## config.mk

```make
export PLATFORM = sky130hd
export DESIGN_NAME = rxfifo2axis_ctrl
export DESIGN_NICKNAME = d
export VERILOG_FILES = /design/src/rtl/rxfifo2axis_ctrl.sv
export SDC_FILE = /design/constraint.sdc
export NUM_CORES = 1
export LEC_CHECK = 0
export CORE_UTILIZATION = 36
export CTS_BUF_LIST = sky130_fd_sc_hd__clkbuf_16
export DETAILED_ROUTE_END_ITERATION = 6
export GPL_TIMING_DRIVEN = 0
export HOLD_SLACK_MARGIN = 0.05
export MAX_ROUTING_LAYER = met4
export PLACE_DENSITY = 0.67
export SLEW_MARGIN = 20
export SYNTH_ARGS = -nofsm -noshare
export SYNTH_HDL_FRONTEND = slang
export SYNTH_SLANG_ARGS = --single-unit
```

## constraint.sdc

```tcl
create_clock -name clk_fib -period 11.02 [get_ports clk_fib]
set_clock_uncertainty 0.1 [all_clocks]
set_input_delay 2.755 -clock clk_fib [delete_from_list [all_inputs] [get_ports clk_fib]]
set_output_delay 2.755 -clock clk_fib [all_outputs]
set_load 0.02 [all_outputs]
```

## src/rtl/rxfifo2axis_ctrl.sv

```systemverilog
// Drains the RX count/data FIFOs and replays each packet as an AXI4-Stream burst with tkeep/tlast.
// Optional packet/byte statistics are built when RXAXIS_PKTCNT_EN is defined.
module rxfifo2axis_ctrl #(
  parameter int DATA_WIDTH = 64,
  parameter int BCNT_WIDTH = 32,
  parameter int KEEP_WIDTH = DATA_WIDTH/8
) (
  input  logic                  clk_fib,
  input  logic                  reset_,
  input  logic                  rdempty_rcf,
  output logic                  rden_rcf,
  input  logic [BCNT_WIDTH-1:0] dataout_rcf,
  input  logic                  rdempty_rf,
  output logic                  rden_rf,
  input  logic [DATA_WIDTH-1:0] dataout_rf,
  output logic [DATA_WIDTH-1:0] m_axis_tdata,
  output logic [KEEP_WIDTH-1:0] m_axis_tkeep,
  output logic                  m_axis_tvalid,
  output logic                  m_axis_tlast,
  input  logic                  m_axis_tready,
`ifdef RXAXIS_PKTCNT_EN
  input  logic                  stat_clr,
  output logic [31:0]           stat_pkt_cnt,
  output logic [31:0]           stat_byte_cnt,
`endif
  output logic                  err_zero_len
);

  // Extra pipeline stages beyond the FIFO read strobe; the FIFOs have one cycle of latency.
  localparam int STAGES = 0;

  typedef enum logic [4:0] {
    IDLE   = 5'b00001,
    RDCNT  = 5'b00010,
    LATCH  = 5'b00100,
    STREAM = 5'b01000,
    DONE   = 5'b10000
  } state_t;

  typedef struct packed {
    logic [DATA_WIDTH-1:0] data;
    logic [KEEP_WIDTH-1:0] keep;
    logic                  last;
  } beat_t;

  state_t                state, state_nxt;
  logic [15:0]           bcnt, bcnt_in;
  logic [13:0]           words_left;
  logic [1:0]            occ;
  beat_t [1:0]           sbuf;
  beat_t                 beat_in;
  logic [STAGES:0]       vld_pipe, last_pipe;
  logic                  accept, push, fin;
  logic [2:0]            slots;
  logic [KEEP_WIDTH-1:0] last_keep;
  logic                  unused_bits;

  assign bcnt_in     = dataout_rcf[BCNT_WIDTH-1:BCNT_WIDTH-16];
  assign unused_bits = ^dataout_rcf[BCNT_WIDTH-17:0];

  assign m_axis_tvalid = (occ != 2'd0);
  assign m_axis_tdata  = sbuf[0].data;
  assign m_axis_tkeep  = sbuf[0].keep;
  assign m_axis_tlast  = sbuf[0].last & m_axis_tvalid;
  assign accept        = m_axis_tvalid & m_axis_tready;
  assign push          = vld_pipe[STAGES];
  assign rden_rcf      = (state == RDCNT);

  // Occupancy the buffer will have when a read issued now lands; an accept frees a slot.
  assign slots   = {1'b0, occ} + {2'b0, push} - {2'b0, accept};
  assign rden_rf = (state == STREAM) & ~rdempty_rf & (words_left != 14'd0) & (slots < 3'd2);
  assign fin     = (words_left == 14'd0) & ~push & (occ == 2'd1) & accept;

  always_comb begin
    for (int i = 0; i < KEEP_WIDTH; i++)
      last_keep[i] = (bcnt[2:0] == 3'd0) || (3'(i) < bcnt[2:0]);
  end

  always_comb begin
    beat_in.data = dataout_rf;
    beat_in.last = last_pipe[STAGES];
    beat_in.keep = last_pipe[STAGES] ? last_keep : {KEEP_WIDTH{1'b1}};
  end

  always_comb begin
    state_nxt = state;
    unique case (state)
      IDLE:    if (!rdempty_rcf) state_nxt = RDCNT;
      RDCNT:   state_nxt = LATCH;
      LATCH:   state_nxt = (bcnt_in == 16'd0) ? IDLE : STREAM;
      STREAM:  if (fin) state_nxt = DONE;
      DONE:    state_nxt = IDLE;
      default: state_nxt = IDLE;
    endcase
  end

  always_ff @(posedge clk_fib or negedge reset_) begin
    if (!reset_) begin
      state        <= IDLE;
      bcnt         <= '0;
      words_left   <= '0;
      err_zero_len <= 1'b0;
      vld_pipe     <= '0;
      last_pipe    <= '0;
    end else begin
      state        <= state_nxt;
      err_zero_len <= (state == LATCH) && (bcnt_in == 16'd0);
      vld_pipe     <= (STAGES+1)'({vld_pipe, rden_rf});
      last_pipe    <= (STAGES+1)'({last_pipe, words_left == 14'd1});
      if (state == LATCH) begin
        bcnt       <= bcnt_in;
        words_left <= {1'b0, bcnt_in[15:3]} + {13'd0, |bcnt_in[2:0]};
      end else if (rden_rf) begin
        words_left <= words_left - 14'd1;
      end
    end
  end

  // Two-entry skid buffer; sbuf[0] is the head presented on the stream.
  always_ff @(posedge clk_fib or negedge reset_) begin
    if (!reset_) begin
      sbuf <= '0;
      occ  <= 2'd0;
    end else begin
      unique case ({push, accept})
        2'b10: begin
          if (occ == 2'd0) sbuf[0] <= beat_in;
          else             sbuf[1] <= beat_in;
          occ <= occ + 2'd1;
        end
        2'b01: begin
          sbuf[0] <= sbuf[1];
          occ     <= occ - 2'd1;
        end
        2'b11: begin
          if (occ == 2'd1) sbuf[0] <= beat_in;
          else begin
            sbuf[0] <= sbuf[1];
            sbuf[1] <= beat_in;
          end
        end
        default: ;
      endcase
    end
  end

`ifdef RXAXIS_PKTCNT_EN
  always_ff @(posedge clk_fib or negedge reset_) begin
    if (!reset_) begin
      stat_pkt_cnt  <= '0;
      stat_byte_cnt <= '0;
    end else if (stat_clr) begin
      stat_pkt_cnt  <= '0;
      stat_byte_cnt <= '0;
    end else if (accept && m_axis_tlast) begin
      stat_pkt_cnt  <= stat_pkt_cnt + 32'd1;
      stat_byte_cnt <= stat_byte_cnt + {16'd0, bcnt};
    end
  end
`endif

endmodule
```

==> impl_metrics.py, run 1 <==
metrics = {
    "global_routing": {
        "antenna_found_initial": 1,
        "grt_pass1_wl_um": 32200,
        "gr-usage-all-layers": 0.178,
        "grt_pass1_vias": 6369,
        "grt_max_degree": 94,
        "gr-total-overflow": 0,
    },
    "floorplan": {
        "core_um2": 22700,
        "chipHeight_um": 154,
        "die-width_um": 154,
        "io_pins": 178,
        "start_util": 0.367,
        "placementRows": 55,
        "die_area_um2": 23800,
    },
    "critical_path": {
        "crit_type": "in -> out",
        "critPathLaunch": "m_axis_tready",
        "critPathRequiredTime_ns": 8.17,
        "critPathLaunchType": "input pin",
        "worstReg2RegStart": "occ[1]$_DFFE_PN0N_",
        "cp_num_buf_inv": 3,
        "rr_worst_depth": 12,
        "rrSetupSlack_ns": 7.52,
        "endpoint_kind": "output pin",
        "crit_cells": 10,
        "critPathSlowestCell": "clkdlybuf4s50_1",
        "cp.arrival_ns": 6.00,
        "r2r-end": "words_left[5]$_DFFE_PN0P_",
        "crit_family": "buffers and inverters",
        "max_stage_delay_ns": 0.73,
        "crit_end": "rden_rf",
        "worstPathCellList": "clkdlybuf4s50_1 > nand2b_1 > clkbuf_1 > ha_1 > nand2b_1 > fa_1 > nor2b_1 > nand2_1 > nor3_2 > clkdlybuf4s50_1",
        "critPathMaxFanout": 9,
    },
    "timing": {
        "fin_ws_ns": 2.17,
        "rsz0062_at_grt": "false",
        "slew_headroom": 0.387,
        "finalHoldViolations": 0,
        "fmax_mhz": 113,
        "worst_pin_slew_ns": 0.919,
        "drv_slew": 0,
        "fin_crit_sh": 0.803,
        "min_period_ns": 8.85,
        "setup_violations": 0,
    },
    "place": {
        "dp_worst_setup_slack_ns": 2.17,
        "dp_hpwl_um": 14000,
        "numPortBuffers": 161,
        "place.gp.congestion": 0.838,
    },
    "power_and_ir_drop": {
        "pwr_density_cell_nw_per_um2": 282,
        "pwr-share-seq": 0.363,
        "p_sw_frac": 0.352,
        "power.switching_mw": 1.09,
        "peakVddDrop_mv": 0.131,
        "p_int_mw": 2.00,
        "pwr-share-comb": 0.440,
        "leakagePower_nw": 4.61,
        "clkPwrFrac": 0.197,
    },
    "clock_network": {
        "clk_pin_slew_worst_paths_ns": 0.06,
        "clk_latency_ns": 0.43,
        "cts_resized": 0,
        "cts_root_buffer": "clkbuf_16",
        "clock-sinks": 173,
        "tritoncts": "yes",
        "postCtsSetupBuffers": 0,
        "hold_buffers": 0,
        "cts_buffers": 17,
        "clockBufferDepth": 2,
        "cts-htree-levels": 4,
    },
    "synth": {
        "synth-seq-area-share": 0.519,
        "synthFlopType": "dfrtp_1",
        "async_flop_share": 1.00,
        "syn-num-nets": 952,
        "synth_cell_type_count": 51,
        "yosysWarnings": 0,
        "syn_avg_cell_area_um2": 9.91,
        "synthCells": 842,
        "synth_edf_count": 0,
        "ys_ff_latch": 173,
        "yosysMostFrequentCell": "dfrtp_1",
        "synth_top_area_share": 0.516,
        "syn_area_um2": 8340,
        "synth_top_cells_by_area": "dfrtp_1 52%, mux2_2 8.8%, nand2_1 7.2%",
        "synth_common_cells": "172 x dfrtp_1, 159 x nand2_1, 95 x nor2_1",
        "synth_area_leader_cell": "dfrtp_1",
    },
    "run_status": {
        "status": "completed",
    },
    "routing": {
        "ant_nets": 0,
        "via_per_inst": 4.84,
        "vias": 6400,
        "drtIter0Drc": 242,
        "wire_per_inst_um": 14.6,
        "drc": 0,
        "finalWirelength_um": 19300,
        "dr.pass1.iters": 4,
    },
    "layout": {
        "fin_util": 0.482,
        "area_delta_synth_final_pct": 31.2,
        "multiInputGateArea_um2": 3280,
        "fillers": 2151,
        "nets": 1133,
        "seq_area_um2": 4330,
        "drive_above_1_share": 0.175,
    },
    "min_path": {
        "worstHoldStart": "sbuf[74]$_DFFE_PN0P_",
        "min_path_type": "reg -> reg",
    },
    "run": {
        "max_cap_violations": 0,
    },
}
worst reg2reg max path: stages, from the launching register on:
cell and delay, ns:
dfrtp_1 0.44, inv_1 0.10, ha_1 0.24, nand2b_1 0.13, clkbuf_1 0.21, ha_1 0.32
nand2b_1 0.17, fa_1 0.51, nor4b_1 0.28, nand4_1 0.28, nor4_1 0.34, xnor2_1 0.17
a21oi_1 0.08
state kept, by name, summed over array words and instances (netlist names):
signal	flops
m_axis_tdata	64
push	1
occ	2
words_left	14
m_axis_tkeep	8
sbuf	74
last_pipe	1
err_zero_len	1
state	5
bcnt	3
cell families (layout without fill, tap and decap cells):
group / Yosys count / after routing / share of synthesized area
adder cells (fa/ha/maj): 9 / 9 / 0.0144
AO/OA/AOI/OAI: 116 / 116 / 0.0871
XOR/XNOR: 23 / 23 / 0.0241
AND/OR/NAND/NOR: 332 / 332 / 0.178
other: 0 / 1 / 0
multiplexers: 66 / 66 / 0.0889
buffers and inverters: 123 / 317 / 0.0877
flip-flops: 173 / 173 / 0.519
stage by stage:
stage	area [um^2]	cells	hold WS [ns]	TNS, ns	power, mW
after global placement	10300	1288	0.359	-43.47	2.47
after floorplan	8340	842	0.341	0	2.00
after detailed placement	10300	1289	0.363	0	2.51
after CTS	10900	1321	0.378	0	3.12
final	10900	1322	0.369	0	3.08
after global routing	10900	1322	0.398	0	3.31
cell usage in the layout, fill, tap and decap left out, types with 3 or more instances in the layout:
cell,Yosys,routed
a31oi_1,67,67
and3_1,3,3
and2_1,3,3
and4_1,4,4
inv_1,5,5
dfrtp_1,172,172
buf_4,72,72
nand3_1,10,10
clkbuf_1,40,40
buf_1,6,6
a21oi_1,17,17
nand2b_1,4,4
mux2_2,65,65
inv_6,0,5
nand2_1,159,159
nor3_1,9,9
or4_1,4,4
o21ai_0,14,14
nand4_1,6,6
xnor2_1,21,21
or3_1,5,5
nor4_1,7,7
clkbuf_16,0,17
clkdlybuf4s50_1,0,160
nor4b_1,3,3
nor2b_1,3,3
ha_1,8,8
or2_2,3,3
a211oi_1,4,4
nor3b_1,6,6
a21o_1,3,3
nor2_1,95,95
final cells by class:
cell class / count / area share
Clock buffer: 17 / 0.0389
Multi-Input combinational cell: 546 / 0.300
Timing Repair Buffer: 162 / 0.150
Clock inverter: 15 / 0.0161
Sequential cell: 173 / 0.396
Inverter: 5 / 0.00171
Buffer: 118 / 0.0652
Antenna cell: 1 / 0.000229
Tap cell: 285 / 0.0326
power by group through the flow:
stage,registers [mW],logic [mW],clock network (mW)
2_1_floorplan,1.08,0.918,0
5_1_grt,1.17,1.49,0.651
6_report,1.12,1.36,0.606
3_3_place_gp,1.12,1.35,0
4_1_cts,1.12,1.38,0.626
3_5_place_dp,1.13,1.37,0
metal layers:
metal	track usage	vias up	part of all wire
met5	-	-	0
met2	0.277	147	0.47
met3	0.0392	17	0.049
met1	0.232	3048	0.47
met4	0.0543	0	0.016
li1	-	3188	-
how the worst min path moves through the flow:
| stage | endpoint | slack, ns | cells past startpoint |
|---|---|---|---|
| global route | sbuf[74]$_DFFE_PN0P_ | 0.40 | 1 |
| CTS | sbuf[74]$_DFFE_PN0P_ | 0.38 | 1 |
| global placement | sbuf[74]$_DFFE_PN0P_ | 0.36 | 1 |
| detailed placement | sbuf[74]$_DFFE_PN0P_ | 0.36 | 1 |
| floorplan | sbuf[74]$_DFFE_PN0P_ | 0.34 | 1 |
| finish | sbuf[74]$_DFFE_PN0P_ | 0.37 | 1 |
(Power assumes the default switching activity.)
==> run 2: changes to the inputs <==
clock period = 8.8 ns   (was 11.02 ns; I/O delays follow)
==> results of run 2 <==
Same layout as run 1 (identical final DEF). Status: completed.
Main changes from that run: setup slack after placement 2.17 ns -> 1.06 ns; setup slack after layout 2.17 ns -> 1.06 ns; register-to-register setup slack 7.52 ns -> 5.30 ns; total power 3.08 mW -> 3.86 mW; worst IR drop on VDD 0.131 mV -> 0.163 mV
==> run 3: changes to the inputs <==
SKIP_CTS_REPAIR_TIMING = 1   (was default)
==> results of run 3 <==
Same layout as run 1 (identical final DEF). Status: completed.
Main changes from that run: setup slack after placement 2.17 ns -> 1.06 ns; setup slack after layout 2.17 ns -> 1.06 ns; register-to-register setup slack 7.52 ns -> 5.30 ns; total power 3.08 mW -> 3.86 mW; worst IR drop on VDD 0.131 mV -> 0.163 mV
